**src/rtl/sram_arb_2p_if.sv**
```systemverilog
// Single-word request/response channel between one requester and sram_arb_2p.
// The requester drives req_* (master); the arbiter returns ready and read data (slave).
interface sram_arb_2p_if #(
    parameter int unsigned AW = 13,
    parameter int unsigned DW = 32
);
    logic          req_valid;
    logic          req_ready;
    logic          req_we;
    logic [AW-1:0] req_addr;
    logic [DW-1:0] req_wdata;
    logic          rsp_valid;
    logic [DW-1:0] rsp_rdata;

    modport master (
        output req_valid, req_we, req_addr, req_wdata,
        input  req_ready, rsp_valid, rsp_rdata
    );

    modport slave (
        input  req_valid, req_we, req_addr, req_wdata,
        output req_ready, rsp_valid, rsp_rdata
    );
endinterface

```
**src/rtl/sram_arb_2p.sv**
```systemverilog
// Two-port round-robin arbiter with burst ownership in front of a 1-cycle-read SRAM macro.
// Optional SRAM_ARB_PERF_EN adds per-port stall counters and a clr_stats_i clear input.
module sram_arb_2p #(
    parameter int unsigned AW        = 13,
    parameter int unsigned DW        = 32,
    parameter int unsigned BURST_MAX = 4
) (
    input  logic          clk,
    input  logic          rst,
    sram_arb_2p_if.slave  p0,
    sram_arb_2p_if.slave  p1,
    output logic          sram_csbn_o,
    output logic          sram_wsbn_o,
    output logic [AW-1:0] sram_waddr_o,
    output logic [AW-1:0] sram_raddr_o,
    output logic [DW-1:0] sram_wdata_o,
    input  logic [DW-1:0] sram_rdata_i
`ifdef SRAM_ARB_PERF_EN
    ,
    input  logic          clr_stats_i,
    output logic [31:0]   p0_stall_cnt_o,
    output logic [31:0]   p1_stall_cnt_o
`endif
);

    localparam int unsigned CW = 4;
    localparam logic [CW-1:0] BMAX = CW'(BURST_MAX);

    localparam logic [1:0] ST_IDLE = 2'd0;
    localparam logic [1:0] ST_OWN0 = 2'd1;
    localparam logic [1:0] ST_OWN1 = 2'd2;

    logic [1:0]    state_q, state_d;
    logic          rr_q, rr_d;
    logic [CW-1:0] cnt_q, cnt_d;
    logic          pend_q, pend_d;
    logic          pend_id_q, pend_id_d;
    logic [AW-1:0] waddr_q, raddr_q;
    logic [DW-1:0] wdata_q;
    logic [DW-1:0] rdata0_q, rdata1_q;

    logic [1:0]    vld;
    logic          own;
    logic          gnt_vld;
    logic          gnt_id;
    logic          gnt;
    logic          gnt_we;
    logic [AW-1:0] gnt_addr;
    logic [DW-1:0] gnt_wdata;
    logic          rsp0_hit, rsp1_hit;

    assign vld = {p1.req_valid, p0.req_valid};
    assign own = (state_q == ST_OWN1);

    // State register
    always_ff @(posedge clk or posedge rst) begin
        if (rst) begin
            state_q <= ST_IDLE;
            rr_q    <= 1'b0;
            cnt_q   <= '0;
        end else begin
            state_q <= state_d;
            rr_q    <= rr_d;
            cnt_q   <= cnt_d;
        end
    end

    // Grant selection and ownership transitions
    always_comb begin
        state_d = state_q;
        rr_d    = rr_q;
        cnt_d   = cnt_q;
        gnt_vld = 1'b0;
        gnt_id  = 1'b0;
        if (state_q == ST_IDLE) begin
            if (vld != 2'b00) begin
                gnt_vld = 1'b1;
                gnt_id  = (vld == 2'b11) ? rr_q : vld[1];
                state_d = gnt_id ? ST_OWN1 : ST_OWN0;
                cnt_d   = CW'(1);
            end
        end else if (vld[own] && (cnt_q < BMAX)) begin
            gnt_vld = 1'b1;
            gnt_id  = own;
            cnt_d   = cnt_q + CW'(1);
        end else begin
            // Owner dropped or exhausted its burst: hand over to the peer without a bubble
            rr_d = ~own;
            if (vld[~own]) begin
                gnt_vld = 1'b1;
                gnt_id  = ~own;
                state_d = own ? ST_OWN0 : ST_OWN1;
                cnt_d   = CW'(1);
            end else begin
                state_d = ST_IDLE;
                cnt_d   = '0;
            end
        end
    end

    assign gnt       = gnt_vld & ~rst;
    assign gnt_we    = gnt_id ? p1.req_we    : p0.req_we;
    assign gnt_addr  = gnt_id ? p1.req_addr  : p0.req_addr;
    assign gnt_wdata = gnt_id ? p1.req_wdata : p0.req_wdata;

    assign p0.req_ready = gnt & ~gnt_id;
    assign p1.req_ready = gnt &  gnt_id;

    // SRAM drive; address/data buses park on their last value when idle
    assign sram_csbn_o  = ~gnt;
    assign sram_wsbn_o  = ~(gnt & gnt_we);
    assign sram_raddr_o = gnt ? gnt_addr : raddr_q;
    assign sram_waddr_o = (gnt & gnt_we) ? gnt_addr  : waddr_q;
    assign sram_wdata_o = (gnt & gnt_we) ? gnt_wdata : wdata_q;

    assign pend_d    = gnt & ~gnt_we;
    assign pend_id_d = gnt ? gnt_id : pend_id_q;

    always_ff @(posedge clk or posedge rst) begin
        if (rst) begin
            waddr_q   <= '0;
            raddr_q   <= '0;
            wdata_q   <= '0;
            pend_q    <= 1'b0;
            pend_id_q <= 1'b0;
        end else begin
            waddr_q   <= sram_waddr_o;
            raddr_q   <= sram_raddr_o;
            wdata_q   <= sram_wdata_o;
            pend_q    <= pend_d;
            pend_id_q <= pend_id_d;
        end
    end

    // Read data passes straight through in the response cycle and is held afterwards
    assign rsp0_hit = pend_q & ~pend_id_q;
    assign rsp1_hit = pend_q &  pend_id_q;

    assign p0.rsp_valid = rsp0_hit & ~rst;
    assign p1.rsp_valid = rsp1_hit & ~rst;
    assign p0.rsp_rdata = rsp0_hit ? sram_rdata_i : rdata0_q;
    assign p1.rsp_rdata = rsp1_hit ? sram_rdata_i : rdata1_q;

    always_ff @(posedge clk or posedge rst) begin
        if (rst) begin
            rdata0_q <= '0;
            rdata1_q <= '0;
        end else begin
            rdata0_q <= p0.rsp_rdata;
            rdata1_q <= p1.rsp_rdata;
        end
    end

`ifdef SRAM_ARB_PERF_EN
    logic [31:0] stall0_q, stall1_q;

    // Saturating count of cycles a requester waits with valid high
    always_ff @(posedge clk or posedge rst) begin
        if (rst) begin
            stall0_q <= '0;
            stall1_q <= '0;
        end else if (clr_stats_i) begin
            stall0_q <= '0;
            stall1_q <= '0;
        end else begin
            if (p0.req_valid && !p0.req_ready && (stall0_q != 32'hFFFF_FFFF))
                stall0_q <= stall0_q + 32'd1;
            if (p1.req_valid && !p1.req_ready && (stall1_q != 32'hFFFF_FFFF))
                stall1_q <= stall1_q + 32'd1;
        end
    end

    assign p0_stall_cnt_o = stall0_q;
    assign p1_stall_cnt_o = stall1_q;
`endif

endmodule

```
**src/flat_wrapper.sv**
```systemverilog
// flat-port wrapper written by rule: the top's interface ports become plain ports
module sram_arb_2p_flat 
#(
    parameter int unsigned AW        = 13,
    parameter int unsigned DW        = 32,
    parameter int unsigned BURST_MAX = 4
)
  (clk, rst, sram_csbn_o, sram_wsbn_o, sram_waddr_o, sram_raddr_o, sram_wdata_o, sram_rdata_i, p0_req_valid, p0_req_we, p0_req_addr, p0_req_wdata, p0_req_ready, p0_rsp_valid, p0_rsp_rdata, p1_req_valid, p1_req_we, p1_req_addr, p1_req_wdata, p1_req_ready, p1_rsp_valid, p1_rsp_rdata);
  sram_arb_2p_if #(.AW(AW), .DW(DW)) p0_i ();
  sram_arb_2p_if #(.AW(AW), .DW(DW)) p1_i ();
  input  logic clk;
  input  logic rst;
  output logic sram_csbn_o;
  output logic sram_wsbn_o;
  output logic [AW-1:0] sram_waddr_o;
  output logic [AW-1:0] sram_raddr_o;
  output logic [DW-1:0] sram_wdata_o;
  input  logic [DW-1:0] sram_rdata_i;
  input wire logic [$bits(p0_i.req_valid)-1:0] p0_req_valid;
  input wire logic [$bits(p0_i.req_we)-1:0] p0_req_we;
  input wire logic [$bits(p0_i.req_addr)-1:0] p0_req_addr;
  input wire logic [$bits(p0_i.req_wdata)-1:0] p0_req_wdata;
  output wire logic [$bits(p0_i.req_ready)-1:0] p0_req_ready;
  output wire logic [$bits(p0_i.rsp_valid)-1:0] p0_rsp_valid;
  output wire logic [$bits(p0_i.rsp_rdata)-1:0] p0_rsp_rdata;
  input wire logic [$bits(p1_i.req_valid)-1:0] p1_req_valid;
  input wire logic [$bits(p1_i.req_we)-1:0] p1_req_we;
  input wire logic [$bits(p1_i.req_addr)-1:0] p1_req_addr;
  input wire logic [$bits(p1_i.req_wdata)-1:0] p1_req_wdata;
  output wire logic [$bits(p1_i.req_ready)-1:0] p1_req_ready;
  output wire logic [$bits(p1_i.rsp_valid)-1:0] p1_rsp_valid;
  output wire logic [$bits(p1_i.rsp_rdata)-1:0] p1_rsp_rdata;
  assign p0_i.req_valid = p0_req_valid;
  assign p0_i.req_we = p0_req_we;
  assign p0_i.req_addr = p0_req_addr;
  assign p0_i.req_wdata = p0_req_wdata;
  assign p0_req_ready = p0_i.req_ready;
  assign p0_rsp_valid = p0_i.rsp_valid;
  assign p0_rsp_rdata = p0_i.rsp_rdata;
  assign p1_i.req_valid = p1_req_valid;
  assign p1_i.req_we = p1_req_we;
  assign p1_i.req_addr = p1_req_addr;
  assign p1_i.req_wdata = p1_req_wdata;
  assign p1_req_ready = p1_i.req_ready;
  assign p1_rsp_valid = p1_i.rsp_valid;
  assign p1_rsp_rdata = p1_i.rsp_rdata;
  sram_arb_2p #(.AW(AW), .DW(DW), .BURST_MAX(BURST_MAX)) u_core (.clk(clk), .rst(rst), .p0(p0_i), .p1(p1_i), .sram_csbn_o(sram_csbn_o), .sram_wsbn_o(sram_wsbn_o), .sram_waddr_o(sram_waddr_o), .sram_raddr_o(sram_raddr_o), .sram_wdata_o(sram_wdata_o), .sram_rdata_i(sram_rdata_i));
endmodule
```
**config.mk**
```make
export PLATFORM = sky130hd
export DESIGN_NAME = sram_arb_2p_flat
export DESIGN_NICKNAME = d
export VERILOG_FILES = /design/src/rtl/sram_arb_2p_if.sv /design/src/rtl/sram_arb_2p.sv /design/src/flat_wrapper.sv
export SDC_FILE = /design/constraint.sdc
export NUM_CORES = 1
export LEC_CHECK = 0
export BUFFER_PORTS_ARGS = -buffer_cell sky130_fd_sc_hd__clkbuf_2
export CORE_MARGIN = 1
export CORE_UTILIZATION = 47
export CTS_CLUSTER_DIAMETER = 50
export DETAILED_ROUTE_END_ITERATION = 7
export HOLD_SLACK_MARGIN = 0.05
export PLACE_DENSITY = 0.8
export SLEW_MARGIN = 5
export SYNTH_ARGS = -nofsm -noshare
export SYNTH_HDL_FRONTEND = slang
export SYNTH_SLANG_ARGS = --single-unit
export TNS_END_PERCENT = 1
```
**constraint.sdc**
```tcl
create_clock -name clk -period 6.2 [get_ports clk]
set_input_delay 1.55 -clock clk [delete_from_list [all_inputs] [get_ports clk]]
set_output_delay 1.55 -clock clk [all_outputs]
set_load 0.01 [all_outputs]
```
==> results of run 1 <==
[where the power goes]
group / internal, uW / switching [uW] / leakage, uW
clock: 690 / 353 / 0.000300
sequential: 1150 / 86.4 / 0.00150
combinational: 478 / 586 / 0.00246
total: 2320 / 1030 / 0.00426
[how the worst min path moves through the flow]
| stage | startpoint | end | slack, ns | depth (start not counted) |
|---|---|---|---|---|
| after floorplan | u_core.cnt_q[1]$_DFFE_PP0P_ | u_core.cnt_q[1]$_DFFE_PP0P_ | 0.48 | 1 |
| after global placement | u_core.rdata1_q[21]$_DFF_PP0_ | u_core.rdata1_q[21]$_DFF_PP0_ | 0.48 | 1 |
| after detailed placement | u_core.rdata1_q[8]$_DFF_PP0_ | u_core.rdata1_q[8]$_DFF_PP0_ | 0.48 | 1 |
| after CTS | u_core.rdata1_q[8]$_DFF_PP0_ | u_core.rdata1_q[8]$_DFF_PP0_ | 0.49 | 1 |
| after global routing | u_core.rdata0_q[31]$_DFF_PP0_ | u_core.rdata0_q[31]$_DFF_PP0_ | 0.51 | 1 |
| final | u_core.rdata1_q[26]$_DFF_PP0_ | u_core.rdata1_q[26]$_DFF_PP0_ | 0.49 | 1 |
[flip-flops by register name, summed over array words and instances (netlist names)]
register,count
u_core.cnt_q,4
u_core.pend_id_q,1
u_core.pend_q,1
u_core.raddr_q,13
u_core.rdata0_q,32
u_core.rdata1_q,32
u_core.rr_q,1
u_core.state_q,2
u_core.waddr_q,13
u_core.wdata_q,32
[metal layers]
metal | track usage | share of wire
met5 | 0 | 0
met4 | 0.135 | 0.033
met3 | 0.0723 | 0.082
met2 | 0.416 | 0.51
met1 | 0.270 | 0.37
[through the flow]
stage	total power, uW	worst slack [ns]	cells
finish	3340	0.884	927
global route	3500	0.779	927
CTS	3360	0.948	927
detailed placement	2310	0.983	895
global placement	2250	1.17	895
floorplan	1870	1.15	515
[final cells by class]
| class | instances | area share |
|---|---|---|
| sequential | 131 | 0.424 |
| multi-input combinational | 214 | 0.229 |
| timing repair buffer | 263 | 0.175 |
| inverter | 140 | 0.0684 |
| clock buffer | 22 | 0.0601 |
| tap | 147 | 0.0238 |
| clock inverter | 10 | 0.0201 |
[cell families (layout without fill, tap and decap cells)]
| kind of cell | Yosys count | after routing | synth area share |
|---|---|---|---|
| DFF | 131 | 131 | 0.568 |
| buffers and inverters | 170 | 435 | 0.126 |
| adders and majority gates | 1 | 1 | 0.00217 |
| muxes | 64 | 64 | 0.125 |
| AOI/OAI and AO/OA | 103 | 103 | 0.141 |
| and+or+nand+nor | 46 | 46 | 0.0384 |
[critical path, cell delays in order]
cell	delay [ns]
clkbuf_2	0.19
o21a_1	0.51
and3_4	0.30
o21ai_4	0.12
buf_4	0.29
a222oi_1	0.54
clkbuf_2	0.23
[synthesized netlist by cell type (2+ instances only)]
cell and n:
dfrtp_1 131, buf_1 6, o21ai_0 2, mux2_2 64, a222oi_1 45, clkbuf_1 3
and2_1 3, a22o_1 2, nand2_1 10, inv_1 139, buf_6 10, buf_2 11
a21oi_1 45, nor2_1 23
==> results by group, run 1 <==
Global route
  • Largest net degree at the start of global routing: 88
  • Global-route wire length before repair: 23600 um
  • Vias in the first global route: 4877
  • Initial antenna violation count: 0
  • Tot GR Track Use: 0.242
  • Remaining Overflow, GRT: 0

Synthesis
  • Post-synth top area share: 0.568
  • Avg Inst Size Synth: 11.2 sq um
  • Number of synthesized flops with an enable pin: 0
  • #FFs+latches synth: 131
  • Cell count after synthesis: 515
  • Ys async rst share: 1.00
  • Yosys warning count: 0
  • Mapped cell area: 0.00577 sq mm
  • Cell type with the highest aggregate area in the netlist: dfrtp_1
  • Post-synthesis sequential area ratio: 0.568
  • Top area cells in the synthesized netlist: dfrtp_1 57%, mux2_2 12%, inv_1 9.0%
  • Unique masters post-synth: 35
  • Synth Net Count: 644
  • Synth Flop Type: dfrtp_1

Die
  • I/O pin cnt: 256
  • Die area: 0.0127 sq mm
  • Cell Rows: 40
  • Initial core utilization: 0.480
  • Core ar.: 0.0120 sq mm
  • Die Height: 113 um
  • Die W: 113 um

Layout
  • Commonest cells after routing, fill and taps aside: 255 x clkbuf_2, 138 x inv_1, 131 x dfrtp_1
  • Antenna Cells: 0
  • Share of layout cells above drive strength 1: 0.467
  • Reg area: 0.00328 sq mm
  • Commonest non-fill, non-tap cell in the layout: clkbuf_2
  • Area occupied by multi-input gates: 0.00177 sq mm
  • Layout Nets: 896
  • Final core utilization: 0.643
  • Fin area: 0.00772 sq mm
  • Syn-to-layout area delta: 33.8%
  • Fillers: 941

Clock tree
  • Clock Latency Late Sink: 0.42 ns
  • TritonCTS clock tree: done
  • H-tree level count: 4
  • Hold_buf cts: 0
  • Root Driver: clkbuf_16
  • CTS clk-pin slew, worst paths: 0.05 ns
  • Clock buffer depth: 2
  • Post-CTS Setup Inserts: 0
  • CTS buffer count: 17
  • CTS resizes: 0
  • Clk sinks: 131

STA
  • Clk_skew: 0.00590 ns
  • Final Hold Vio Count: 0
  • Least-Margin Pin Slew: 1.08 ns
  • Final hold slack: 0.491 ns
  • Final setup viols: 0
  • F_max: 188 MHz
  • Final period util: 0.857
  • Fin Setup TNS: 0 ns
  • Slew Limit Headroom: 0.277
  • Slew Limit Fails: 0
  • Final min period: 5.32 ns
  • RSZ-0062 raised after global routing: false

Run status
  • Failing checks: DRC
  • Outcome: finished, violations left

Critical path
  • Worst setup startpoint: p1_req_valid
  • Startpoint Class: primary input
  • Reg2Reg Capture Point: u_core.wdata_q[14]$_DFF_PP0_
  • Critical-path maximum fanout: 35
  • Worst r2r src: u_core.cnt_q[2]$_DFFE_PP0P_
  • Flop-to-flop setup slack: 3.44 ns
  • Worst Path Required: 4.65 ns
  • CP arrival: 3.77 ns
  • Worst Setup End Kind: output port
  • Setup CP Type: in2out
  • Reg2reg path depth: 6
  • CP Capture Point: sram_wdata_o[14]

Run
  • Maxcap violations: 0

Route
  • DRC viols: 9
  • Initial DRC count: 659
  • Vias per cell: 5.38
  • Antenna Nets Post-Route: 0
  • Via count: 4986
  • Wire per inst: 16.6 um
  • DR pass1 iterations: 8
  • Post-Route WL: 15400 um

Place
  • PortBufs: 255
  • DP Area: 0.00710 sq mm
  • Hpwl dp: 11100 um
  • Final GP Congestion: 0.844

Power and ir drop
  • Worst vdd ir: 0.223 mV
  • Leakage: 0.00426 uW
  • PD cells: 433 mW/mm^2

Worst hold path
  • HP Class: reg2reg
(Power assumes the default switching activity.)
==> run 2, diff against run 1 <==
--- a/config.mk
+++ b/config.mk
@@ -6,12 +6,12 @@
 export NUM_CORES = 1
 export LEC_CHECK = 0
 export BUFFER_PORTS_ARGS = -buffer_cell sky130_fd_sc_hd__clkbuf_2
-export CORE_MARGIN = 1
+export CORE_MARGIN = 2
 export CORE_UTILIZATION = 47
 export CTS_CLUSTER_DIAMETER = 50
 export DETAILED_ROUTE_END_ITERATION = 7
 export HOLD_SLACK_MARGIN = 0.05
-export PLACE_DENSITY = 0.8
+export PLACE_DENSITY = 0.78
 export SLEW_MARGIN = 5
 export SYNTH_ARGS = -nofsm -noshare
 export SYNTH_HDL_FRONTEND = slang
==> results by group, run 2 (synthesis gave the netlist of run 1 again) <==
Critical path
  • Flop-to-flop setup slack: 3.45 ns (about the same)
  • Worst Path Required: 4.65 ns (about the same)
  • Critical-path maximum fanout: 45 (+29%)
  • Worst Setup End Kind: output port
  • CP arrival: 3.77 ns (about the same)
  • Setup CP Type: in2out
  • Worst setup startpoint: p0_req_valid
  • Startpoint Class: primary input
  • Worst r2r src: u_core.state_q[0]$_DFFE_PP0P_

Layout
  • Syn-to-layout area delta: 32.9%
  • Commonest non-fill, non-tap cell in the layout: clkbuf_2
  • Biggest regs: u_core.rdata0_q: 32 flops, u_core.rdata1_q: 32 flops, u_core.wdata_q: 32 flops
  • Commonest cells after routing, fill and taps aside: 255 x clkbuf_2, 138 x inv_1, 131 x dfrtp_1
  • Layout Nets: 896 (unchanged)
  • Antenna Cells: 0 (unchanged)
  • Share of layout cells above drive strength 1: 0.469 (+0.00188)

Global route
  • Tot GR Track Use: 0.232 (-0.0103)
  • Remaining Overflow, GRT: 0 (unchanged)
  • Vias in the first global route: 4905 (+0.57%)
  • Global-route wire length before repair: 23700 um (+0.64%)
  • Largest net degree at the start of global routing: 85 (-3.4%)
  • Initial antenna violation count: 0 (unchanged)

STA
  • RSZ-0062 raised after global routing: false
  • Final setup viols: 0 (unchanged)
  • Final Hold Vio Count: 0 (unchanged)
  • Fin Setup TNS: 0 ns (unchanged)
  • Slew Limit Headroom: 0.343 (+0.0659)
  • Least-Margin Pin Slew: 0.986 ns (-0.0988 ns)
  • Clk_skew: 0.00506 ns (-0.000837 ns)
  • Final min period: 5.32 ns (+0.00380 ns)
  • Final period util: 0.858 (about the same)
  • F_max: 188 MHz (about the same)
  • Slew Limit Fails: 0 (unchanged)

Die
  • Initial core utilization: 0.480 (unchanged)
  • Die area: 0.0132 sq mm (+3.6%)
  • Die Height: 115 um (+1.8%)
  • Core ar.: 0.0120 sq mm (unchanged)
  • Cell Rows: 40 (unchanged)
  • I/O pin cnt: 256 (unchanged)
  • Die W: 115 um (+1.8%)

Route
  • Via count: 4940 (-0.92%)
  • Met1 WL: 5710 um (-0.57%)
  • DRC viols: 0 (-9)
  • Metal3 WL: 1250 um (-0.32%)
  • Wire length on met2: 8190 um (+3.8%)
  • Max Used Layer: met4
  • Initial DRC count: 522 (-21%)
  • Wire per inst: 16.9 um (+1.8%)
  • Vias per cell: 5.33 (-0.82%)
  • Post-Route WL: 15700 um (+1.7%)
  • DR pass1 iterations: 8 (unchanged)
  • Antenna Nets Post-Route: 0 (unchanged)

Clock tree
  • CTS resizes: 0 (unchanged)
  • Clk sinks: 131 (unchanged)
  • CTS clk-pin slew, worst paths: 0.05 ns (about the same)
  • Hold_buf cts: 0 (unchanged)
  • Post-CTS Setup Inserts: 0 (unchanged)
  • H-tree level count: 4 (unchanged)
  • Clock Latency Late Sink: 0.41 ns (about the same)
  • TritonCTS clock tree: done
  • Root Driver: clkbuf_16
  • Clock buffer depth: 2 (unchanged)
  • CTS buffer count: 17 (unchanged)

Power and ir drop
  • Worst vdd ir: 0.192 mV (-14%)
  • Total Power: 3270 uW (-2.2%)
  • PD cells: 426 mW/mm^2 (-1.5%)
  • Leakage: 0.00424 uW (-0.52%)

Run
  • Maxcap violations: 0 (unchanged)

Worst hold path
  • HP Class: reg2reg
  • Hold Path Origin: u_core.rdata0_q[29]$_DFF_PP0_

Place
  • Final GP Congestion: 0.896 (+6.2%)
  • Hpwl dp: 11300 um (+1.7%)
  • PortBufs: 255 (unchanged)

Run status
  • Outcome: finished, final reports clean
## run 2: worst paths after layout
kind | end | depth (start not counted)
setup / recovery | sram_waddr_o[0] | 8
hold / removal | u_core.rdata0_q[29]$_DFF_PP0_ | 1
setup reg to reg | u_core.waddr_q[0]$_DFF_PP0_ | 7
hold reg to reg | u_core.rdata0_q[29]$_DFF_PP0_ | 1
max in group asynchronous | u_core.wdata_q[1]$_DFF_PP0_ | 3
min in group asynchronous | u_core.cnt_q[3]$_DFFE_PP0P_ | 2
## run 2: worst max-delay path, cell delays in order
cell and delay [ns]:
clkbuf_2 0.23, nor2_1 0.13, a211oi_4 0.51, buf_4 0.32
and2_1 0.15, buf_4 0.42, a222oi_1 0.22, clkbuf_2 0.19
## run 2: power by group
group          leakage [uW]  switching, uW  internal [uW]
clock              0.000281            351            617
combinational       0.00246            585            477
sequential          0.00150           89.2           1150
total               0.00424           1030           2240
## run 2: per-layer routing
layer  vias up  global-route usage
met5         -                   0
met2       255               0.406
li1       2230                   -
met3        44              0.0669
met1      2411               0.264
met4         0               0.105
## run 2: area by class of cell
type / instances / area (sq um)
clock buffers: 21 / 470
repair buffers: 263 / 1340
inverters: 140 / 528
multi-input cells: 214 / 1770
fillers: 967 / 4340
flip-flops and latches: 131 / 3280
well taps: 147 / 184
clock inverters: 10 / 108
## run 2: stage by stage
stage	worst slack [ns]	hold slack, ns	utilization	instances	area (sq um)
floorplan	1.15	0.477	-	515	5770
global placement	0.963	0.477	0.590	895	7090
detailed placement	0.925	0.485	0.590	895	7090
CTS	0.921	0.498	0.639	926	7670
global route	0.708	0.508	0.639	926	7670
finish	0.880	0.495	0.639	926	7670
